==> src/rtl/cmp_pkg.sv <==
// Shared types for the sequential magnitude comparator: result encoding and FSM states.
// Types and a width helper only; no logic.
package cmp_pkg;

    typedef enum logic [1:0] {
        CMP_EQ = 2'b00,
        CMP_GT = 2'b01,
        CMP_LT = 2'b10
    } cmp_result_t;

    typedef enum logic [1:0] {
        IDLE,
        RUN,
        DONE
    } cmp_state_t;

    // Digit index width; a single-digit build still needs a 1-bit index register.
    function automatic int idx_width(input int ndig);
        return (ndig > 1) ? $clog2(ndig) : 1;
    endfunction

endpackage

==> src/rtl/seq_magnitude_comparator_if.sv <==
// Operand/result handshake bundle for seq_magnitude_comparator.
// master = upstream producer and result consumer, slave = comparator.
interface seq_magnitude_comparator_if #(
    parameter int WIDTH = 16,
    parameter int DIGIT = 4
);
    localparam int NDIG = WIDTH / DIGIT;
    localparam int CW   = $clog2(NDIG + 1);

    logic             in_valid;
    logic             in_ready;
    logic [WIDTH-1:0] a;
    logic [WIDTH-1:0] b;
    logic             out_valid;
    logic             out_ready;
    logic [1:0]       result;
    logic [CW-1:0]    digits_used;

    modport master (
        output in_valid, a, b, out_ready,
        input  in_ready, out_valid, result, digits_used
    );

    modport slave (
        input  in_valid, a, b, out_ready,
        output in_ready, out_valid, result, digits_used
    );

endinterface

==> src/rtl/digit_compare.sv <==
// Combinational DIGIT-wide unsigned magnitude compare of x against y.
// Latency: none (pure combinational).
// Backpressure: not applicable.
module digit_compare
    import cmp_pkg::*;
#(
    parameter int DIGIT = 4
) (
    input  logic [DIGIT-1:0] x,
    input  logic [DIGIT-1:0] y,
    output cmp_result_t      res
);

    always_comb begin
        res = CMP_EQ;
        if (x > y) begin
            res = CMP_GT;
        end else if (x < y) begin
            res = CMP_LT;
        end
    end

endmodule

==> src/rtl/seq_magnitude_comparator.sv <==
// Multi-cycle A vs B magnitude compare, MSB digit first; CMP_SIGNED_EN selects two's complement.
// Latency: out_valid k edges after accept, k = digits examined (1..NDIG); k+2 cycle turnaround.
// Backpressure: in_ready only in IDLE; result held in DONE until out_ready.
module seq_magnitude_comparator
    import cmp_pkg::*;
#(
    parameter int WIDTH      = 16,
    parameter int DIGIT      = 4,
    parameter int EARLY_EXIT = 1
) (
    input  logic                        clk,
    input  logic                        rst_n,
    seq_magnitude_comparator_if.slave   bus
);

    localparam int NDIG = WIDTH / DIGIT;
    localparam int IW   = idx_width(NDIG);
    localparam int CW   = $clog2(NDIG + 1);

    cmp_state_t       state_q, state_d;
    logic [WIDTH-1:0] a_q, b_q;
    logic [IW-1:0]    idx_q;
    logic [CW-1:0]    cnt_q;
    cmp_result_t      res_q;
    logic             ov_q;

    logic [DIGIT-1:0] dig_x, dig_y;
    cmp_result_t      dig_res;
    logic             accept, retire, last, hit;

    always_comb begin
        dig_x = a_q[idx_q*DIGIT +: DIGIT];
        dig_y = b_q[idx_q*DIGIT +: DIGIT];
`ifdef CMP_SIGNED_EN
        // Flipping both sign bits maps two's complement order onto unsigned order.
        if (idx_q == IW'(NDIG - 1)) begin
            dig_x[DIGIT-1] = ~dig_x[DIGIT-1];
            dig_y[DIGIT-1] = ~dig_y[DIGIT-1];
        end
`endif
    end

    digit_compare #(.DIGIT(DIGIT)) u_digit_compare (
        .x   (dig_x),
        .y   (dig_y),
        .res (dig_res)
    );

    assign accept = bus.in_valid && bus.in_ready;
    assign retire = bus.out_valid && bus.out_ready;
    assign last   = (idx_q == '0);
    assign hit    = (dig_res != CMP_EQ);

    always_comb begin
        state_d = state_q;
        case (state_q)
            IDLE:    if (accept) state_d = RUN;
            RUN:     if (last || ((EARLY_EXIT != 0) && hit)) state_d = DONE;
            DONE:    if (retire) state_d = IDLE;
            default: state_d = IDLE;
        endcase
    end

    always_ff @(posedge clk or negedge rst_n) begin
        if (!rst_n) begin
            state_q <= IDLE;
        end else begin
            state_q <= state_d;
        end
    end

    always_ff @(posedge clk or negedge rst_n) begin
        if (!rst_n) begin
            a_q   <= '0;
            b_q   <= '0;
            idx_q <= '0;
            cnt_q <= '0;
            res_q <= CMP_EQ;
            ov_q  <= 1'b0;
        end else begin
            case (state_q)
                IDLE: begin
                    if (accept) begin
                        a_q   <= bus.a;
                        b_q   <= bus.b;
                        idx_q <= IW'(NDIG - 1);
                        cnt_q <= '0;
                        res_q <= CMP_EQ;
                    end
                end
                RUN: begin
                    cnt_q <= cnt_q + CW'(1);
                    // Sticky: only the most significant differing digit decides.
                    if (res_q == CMP_EQ) res_q <= dig_res;
                    if (!last) idx_q <= idx_q - IW'(1);
                    if (state_d == DONE) ov_q <= 1'b1;
                end
                DONE: begin
                    if (retire) ov_q <= 1'b0;
                end
                default: ov_q <= 1'b0;
            endcase
        end
    end

    assign bus.in_ready    = (state_q == IDLE);
    assign bus.out_valid   = ov_q;
    assign bus.result      = res_q;
    assign bus.digits_used = cnt_q;

endmodule

==> src/flat_wrapper.sv <==
// flat-port wrapper written by rule: the top's interface ports become plain ports
module seq_magnitude_comparator_flat import cmp_pkg::*;
#(
    parameter int WIDTH      = 16,
    parameter int DIGIT      = 4,
    parameter int EARLY_EXIT = 1
)
  (clk, rst_n, bus_in_valid, bus_a, bus_b, bus_out_ready, bus_in_ready, bus_out_valid, bus_result, bus_digits_used);
  seq_magnitude_comparator_if #(.WIDTH(WIDTH), .DIGIT(DIGIT)) bus_i ();
  input  logic clk;
  input  logic rst_n;
  input wire logic [$bits(bus_i.in_valid)-1:0] bus_in_valid;
  input wire logic [$bits(bus_i.a)-1:0] bus_a;
  input wire logic [$bits(bus_i.b)-1:0] bus_b;
  input wire logic [$bits(bus_i.out_ready)-1:0] bus_out_ready;
  output wire logic [$bits(bus_i.in_ready)-1:0] bus_in_ready;
  output wire logic [$bits(bus_i.out_valid)-1:0] bus_out_valid;
  output wire logic [$bits(bus_i.result)-1:0] bus_result;
  output wire logic [$bits(bus_i.digits_used)-1:0] bus_digits_used;
  assign bus_i.in_valid = bus_in_valid;
  assign bus_i.a = bus_a;
  assign bus_i.b = bus_b;
  assign bus_i.out_ready = bus_out_ready;
  assign bus_in_ready = bus_i.in_ready;
  assign bus_out_valid = bus_i.out_valid;
  assign bus_result = bus_i.result;
  assign bus_digits_used = bus_i.digits_used;
  seq_magnitude_comparator #(.WIDTH(WIDTH), .DIGIT(DIGIT), .EARLY_EXIT(EARLY_EXIT)) u_core (.clk(clk), .rst_n(rst_n), .bus(bus_i));
endmodule
==> config.mk <==
export PLATFORM = sky130hd
export DESIGN_NAME = seq_magnitude_comparator_flat
export DESIGN_NICKNAME = d
export VERILOG_FILES = /design/src/rtl/cmp_pkg.sv /design/src/rtl/seq_magnitude_comparator_if.sv /design/src/rtl/digit_compare.sv /design/src/rtl/seq_magnitude_comparator.sv /design/src/flat_wrapper.sv
export SDC_FILE = /design/constraint.sdc
export NUM_CORES = 1
export LEC_CHECK = 0
export BUFFER_PORTS_ARGS = -buffer_cell sky130_fd_sc_hd__buf_2
export CAP_MARGIN = 25
export CORE_AREA = 2 2 61 63
export CTS_BUF_LIST = sky130_fd_sc_hd__clkbuf_8
export CTS_CLUSTER_SIZE = 24
export DETAILED_ROUTE_END_ITERATION = 7
export DIE_AREA = 0 0 63 65
export PLACE_DENSITY = 0.84
export SYNTH_ARGS = -nofsm -noshare
export SYNTH_HDL_FRONTEND = slang
export SYNTH_SLANG_ARGS = --single-unit
==> constraint.sdc <==
create_clock -name clk -period 3.2 [get_ports clk]
set_clock_uncertainty 0.05 [all_clocks]
set_input_delay 0.64 -clock clk [delete_from_list [all_inputs] [get_ports clk]]
set_output_delay 0.64 -clock clk [all_outputs]
set_load 0.005 [all_outputs]
== Word-level counts from Yosys, hierarchy flattened ==
Index checks and enable logic that the tools add are counted.
Word-level totals
  register bits: 42
  input bits: 36
  output and inout bits: 7
Operators by class
  add/subtract/negate cells: 2
  magnitude comparators: 2
  equal/unequal tests: 8
  shift-type cells: 2
  mux-type cells: 17
  bitwise logic cells: 1
  reduce and logical (&&, ||, !) cells: 13
Operators with widths (count)
  $shiftx 16x5->4: 2
  $mux 2: 9
  $reduce_and 3->1: 3
  $pmux 2 s2: 2
  $logic_not 2->1: 3
  $ne 2x1->1 const B: 3
  $pmux 2 s3: 1
  $pmux 3 s2: 1
  $eq 2x2->1 const B: 2
  $gt 4x4->1: 1
  $lt 4x4->1: 1
  $ne 2x2->1 const B: 2
  $reduce_and 2->1: 2
  $reduce_bool 2->1: 2
  $add 3x1->3 const B: 1
  $mux 3: 1
  $pmux 1 s3: 1
  $eq 2x1->1 const B: 1
  $logic_and 1x1->1: 2
  $mux 1: 2
  $sub 2x1->2 const B: 1
  $logic_or 1x1->1: 1
  $not 1->1: 1

== Logic depth before layout (Yosys ltp) ==
  word-level depth: 11
  depth in mapped cells: 8

== By module ==
From an unflattened synthesis, not the netlist that was laid out.
Second synthesis, totals
  cell total of the unflattened synthesis: 141
  area total of the unflattened synthesis: 2028.2 µm²
By module, submodules not included
  seq_magnitude_comparator: instances 1, cells an instance 126, area each 1914.3 µm², seq. area each 1051.0 µm²
  digit_compare: instances 1, cells an instance 15, area each 113.9 µm², seq. area each 0.0 µm²

== Least setup slack after synthesis ==
Ideal clock, no wire load.
  path kind: reg2reg
  start: reg u_core.idx_q[0]
  end: reg u_core.state_q[1]
  data arrival time: 1891 ps
  required time: 3020 ps
  slack: 1129 ps
  stages on the path, launching flop included: 8
  clock period less this slack: 2071 ps
  cells stage by stage: dfrtp_1 buf_4 mux4_2 ha_1 nand4_1 a31o_2 o21ai_0 o21ai_0
Between the ends
  cells in the longest elaborated chain, start to end: 8
  elaborated cells on any way between the ends: 11
Ends and longest elaborated chain
  start: declaration: line seq_magnitude_comparator.sv:22  | logic [IW-1:0] idx_q;
  start signal: assignment: line seq_magnitude_comparator.sv:86  | idx_q <= IW'(NDIG - 1);
  start signal: assignment: line seq_magnitude_comparator.sv:95  | if (!last) idx_q <= idx_q - IW'(1);
  $shiftx 16x5->4, on equally long branches: line seq_magnitude_comparator.sv:32, seq_magnitude_comparator.sv:33
  $lt 4x4->1: line digit_compare.sv:18  | end else if (x < y) begin
  $mux 2: line digit_compare.sv:18
  $mux 2: line digit_compare.sv:16  | if (x > y) begin
  $reduce_bool 2->1: line seq_magnitude_comparator.sv:52  | assign hit = (dig_res != CMP_EQ);
  $logic_or 1x1->1 *: line seq_magnitude_comparator.sv:58  | RUN: if (last || ((EARLY_EXIT != 0) && hit)) state_d = DONE;
  $mux 2 *: line seq_magnitude_comparator.sv:58
  $pmux 2 s3 *: line seq_magnitude_comparator.sv:56  | case (state_q)
  named net u_core.state_d[1]: line seq_magnitude_comparator.sv:20  | cmp_state_t state_q, state_d;
  end signal: assignment: line seq_magnitude_comparator.sv:68  | state_q <= state_d;
  end: declaration: line seq_magnitude_comparator.sv:20
Mark *: on every way through the listed nets, which the timed path passes. The rest lies on a longest branch.
A chain may end at the register's enable or synchronous reset.

== Worst setup path in the final report ==
Ends and elaborated chain as after synthesis.

==> results.txt <==
The flow ran to the end, and the final reports show no timing, DRC or antenna violations. The portion of netlist area occupied by mux cells is 0.0911. The critical path goes through mux4_2 -> ha_1 -> nand4_1 -> a31o_2 -> o21ai_0 -> o21ai_0. The clock tree synthesis step divided the H-tree into 2 levels. The number of max-cap violations came out at 0.

Counting every sink on the clock net gives 42. Detailed routing placed a total of between 1500 and 2000 um of wire on met2. Synthesis produced 206 cells. The share of the synthesized area in the top cell type came out at 0.532.

The leakage power summed over all cells came out at around 1.2 nW. The root buffer cell is sky130_fd_sc_hd__clkbuf_8. Sorting the synthesized cells by how often they occur yields sky130_fd_sc_hd__nand2_1, sky130_fd_sc_hd__dfrtp_1, sky130_fd_sc_hd__mux4_2. Summed over all failing endpoints, the final setup total negative slack is 0 ps. The area added between synthesis and finish is 16.1%.

Of the total synthesized cell area, the portion taken by AND, OR, NAND and NOR gates is 0.235. Entering global routing, the biggest net connects 43 pins. The largest total area in the synthesized netlist belongs to sky130_fd_sc_hd__dfrtp_1.

After the first detailed-routing iteration, the DRC count stood at ~90. The number of cells upsized or downsized after cts is 0. The setup path with the least slack is of type register to register.

The post-synthesis sequential element count is between 40 and 50. After synthesis, the largest family of logic cells by area is simple AND/OR/NAND/NOR gates. The hold violation count in the final report came to 0. The cell count after placement came out at around 290.

The final period utilization is 0.756. The mapped netlist covers 1980 sq um. In the post-synthesis netlist, the biggest area contributors are sky130_fd_sc_hd__dfrtp_1, sky130_fd_sc_hd__nand2_1, sky130_fd_sc_hd__mux4_2. The most common cell in the netlist is sky130_fd_sc_hd__nand2_1. The initial antenna violation count came out at 0.

Counting flops with a built-in enable in the synthesized netlist gives 0. The worst hold path belongs to the class input pin to asynchronous set/reset pin. The weighted congestion reported at the end of routability-driven placement is roughly 0.76. The area of the core came out at ~3500 sq um. The synthesized-area fraction occupied by adder cells is 0.0380. The final HPWL from detailed placement came out at 2730 um. The die boundary height came out at ~65 um.

The part of the power in the clock network came out at 0.168. The highest layer touched by signal routing is met4. The average wire per standard cell is between 10 and 15 um. The max-slew headroom at the worst pin came out at 0.418. The largest stage delay on the critical path came out at approximately 700 ps.

The post-synthesis area per instance is ~9.6 sq um. The clock period minus worst slack is between 2000 and 2500 ps. The ratio of total power to cell area is approximately 1000 nW/um^2. Cell internal power was estimated by the tool at 0.00146 W. The number of rows in the core area is 22. The complex-gate fraction of the synthesized area came out at 0.0513. Among the stages of the critical path, the cell type that occurs most often is sky130_fd_sc_hd__o21ai_0.

The number of buffers created by CTS is 5. Setup repair after global routing left no endpoint under its margin. The required time reported for the critical path endpoint came out at about 3300 ps. The count of non-filler cells in the finished layout is between 200 and 300.

The via count of the first global-routing pass was approximately 1500. In the final routing, the length of wire on met1 measures 1710 um. The max-slew violation total from the final report is 0. The area of the die is a little over 4000 sq um. The remaining antenna violation count after routing came out at 0. The clock transition at the register clock pins on the worst setup and hold paths after CTS came out at around 80 ps. For the worst-skew pair, the clock arrives at the later sink with an insertion delay of approximately 300 ps. The largest individual stage delay along the critical path comes from the cell sky130_fd_sc_hd__dfrtp_1. The count of yosys warnings during synthesis came out at 0. For this design the total switching power over the nets is between 0.0008 and 0.0009 W. The net count of the finished layout is between 200 and 300. The endpoint type of the worst setup path is a register. The layout has between 300 and 400 filler cells.

The first global-routing pass estimated between 6000 and 7000 um of wire. In the global route stage, overall resource usage came out at 0.213. The net count after synthesis is about 250. The largest voltage drop on the vdd net came out at around 0.00049 V. The via-per-instance ratio is about 5.

The starting density of the core is 0.565. The setup violation total in the final timing report is 0. The sum of met3 wire segment lengths after detailed routing came out at 184 um. The part of the power in registers came out at 0.418.

After global routing the overflow that remains totals 0. The switching share of power is 0.376. The number of buffers added on ports came out at 42. The portion of the post-synthesis area used by sequential elements came out at 0.532.

The cell class contributing the biggest share of worst-path delay is flip-flops. The buffer count from post-CTS setup fixing is 0. The floorplan die width is 63 um. The async set or reset register ratio after synthesis is 1.00.

Counting both buffers and inverters, the worst setup path holds a total of 0. The first-pass iteration count of the detailed router came out at 5. The number of antenna diodes in the final layout is 0. The hold buffer count at cts came out at 0.

The category of the worst setup path launch point is a register. between 40 and 50 I/O pins were placed. TritonCTS built the clock tree. For this run, the top clock speed supported by timing is roughly 410 MHz. Data on the critical path arrives at its endpoint at ~2500 ps. The wire length reported by the detailed router came out at roughly 3700 um. For this run, design rule violations remaining after detail routing come to 0.

Detailed routing inserted a total of 1500 vias. Of the total synthesized cell area, the portion taken by XOR and XNOR cells is 0.00443. In this run, distinct cell masters in the synthesized netlist total 26. The actual slew at the worst max-slew pin came out at a little under 900 ps. The predominant post-synthesis flop cell is sky130_fd_sc_hd__dfrtp_1. The maximum net fanout on the critical path is 11. The relative contribution of combinational cells to total power is 0.415. The deepest clock path buffer count came out at 2. The share of post-route cells with drive strength above 1 is 0.250.
## area by class of cell
type,count,area [sq um],share of cell area
Tap cell,48,60.1,0.0262
Inverter,7,26.3,0.0114
Sequential cell,42,1050,0.458
Timing Repair Buffer,43,218,0.0948
Multi-Input combinational cell,148,831,0.362
Clock buffer,8,110,0.0480
## registers in the layout (all words and copies together) (netlist names)
register / count
u_core.b_q: 16
u_core.a_q: 16
u_core.bus.result: 2
u_core.bus.out_valid: 1
u_core.idx_q: 2
u_core.bus.digits_used: 3
u_core.state_q: 2
## worst paths after layout
check	start	endpoint	slack (ps)	depth (start not counted)
worst max-delay path	u_core.idx_q[0]	u_core.state_q[1]	780	6
min in group clk	u_core.b_q[11]	u_core.b_q[11]	420	2
worst max register to register	u_core.idx_q[0]	u_core.state_q[1]	780	6
worst min-delay path	rst_n	u_core.a_q[12]	400	1
worst min register to register	u_core.b_q[11]	u_core.b_q[11]	420	2
max in group asynchronous	rst_n	u_core.b_q[0]	2150	1
## per-layer routing
layer	GRT usage	up-vias
li1	-	749
met1	0.263	710
met2	0.347	36
met3	0.0694	5
met4	0.0833	0
met5	0	-
## worst reg2reg max path: stages (launching register included)
cell and delay (ps):
sky130_fd_sc_hd__dfrtp_1 690, sky130_fd_sc_hd__mux4_2 570, sky130_fd_sc_hd__ha_1 340, sky130_fd_sc_hd__nand4_1 130, sky130_fd_sc_hd__a31o_2 260, sky130_fd_sc_hd__o21ai_0 130
sky130_fd_sc_hd__o21ai_0 110
## through the flow
step                total power (W)   util  hold slack [ps]  instance area [sq um]  setup WS, ps
detailed placement          0.00196  0.625              410                   2190           758
global placement            0.00188  0.625              406                   2190           902
global route                0.00255  0.657              453                   2300           554
floorplan                   0.00172      -              294                   1980          1130
finish                      0.00234  0.657              401                   2300           781
CTS                         0.00236  0.657              428                   2300           754
## kinds of logic after synthesis
| family | after synthesis |
|---|---|
| muxes | 8 |
| AOI/OAI and AO/OA | 15 |
| and+or+nand+nor | 118 |
| xor gates and xnor gates | 1 |
| DFF | 42 |
| adders and majority gates | 6 |
| buffers and inverters | 16 |
## power groups by stage
stage               clock (W)  sequential, W  combinational (W)
detailed placement          0       0.000981           0.000979
finish               0.000392       0.000976           0.000969
global placement            0       0.000978           0.000905
global route         0.000424        0.00102            0.00111
floorplan                   0       0.000894           0.000822
CTS                  0.000397       0.000978           0.000981
## cells in the final DEF, fill, tap and decap left out, drive strengths merged, types with 2 or more instances in the layout
master	netlist	routed
nand2	104	104
o21ai	6	6
inv	7	7
ha	6	6
nand2b	2	2
a32o	2	2
dfrtp	42	42
nor2	5	5
nor3	3	3
buf	9	43
a21oi	2	2
clkbuf	0	8
mux4	8	8
(Power assumes the default switching activity.)
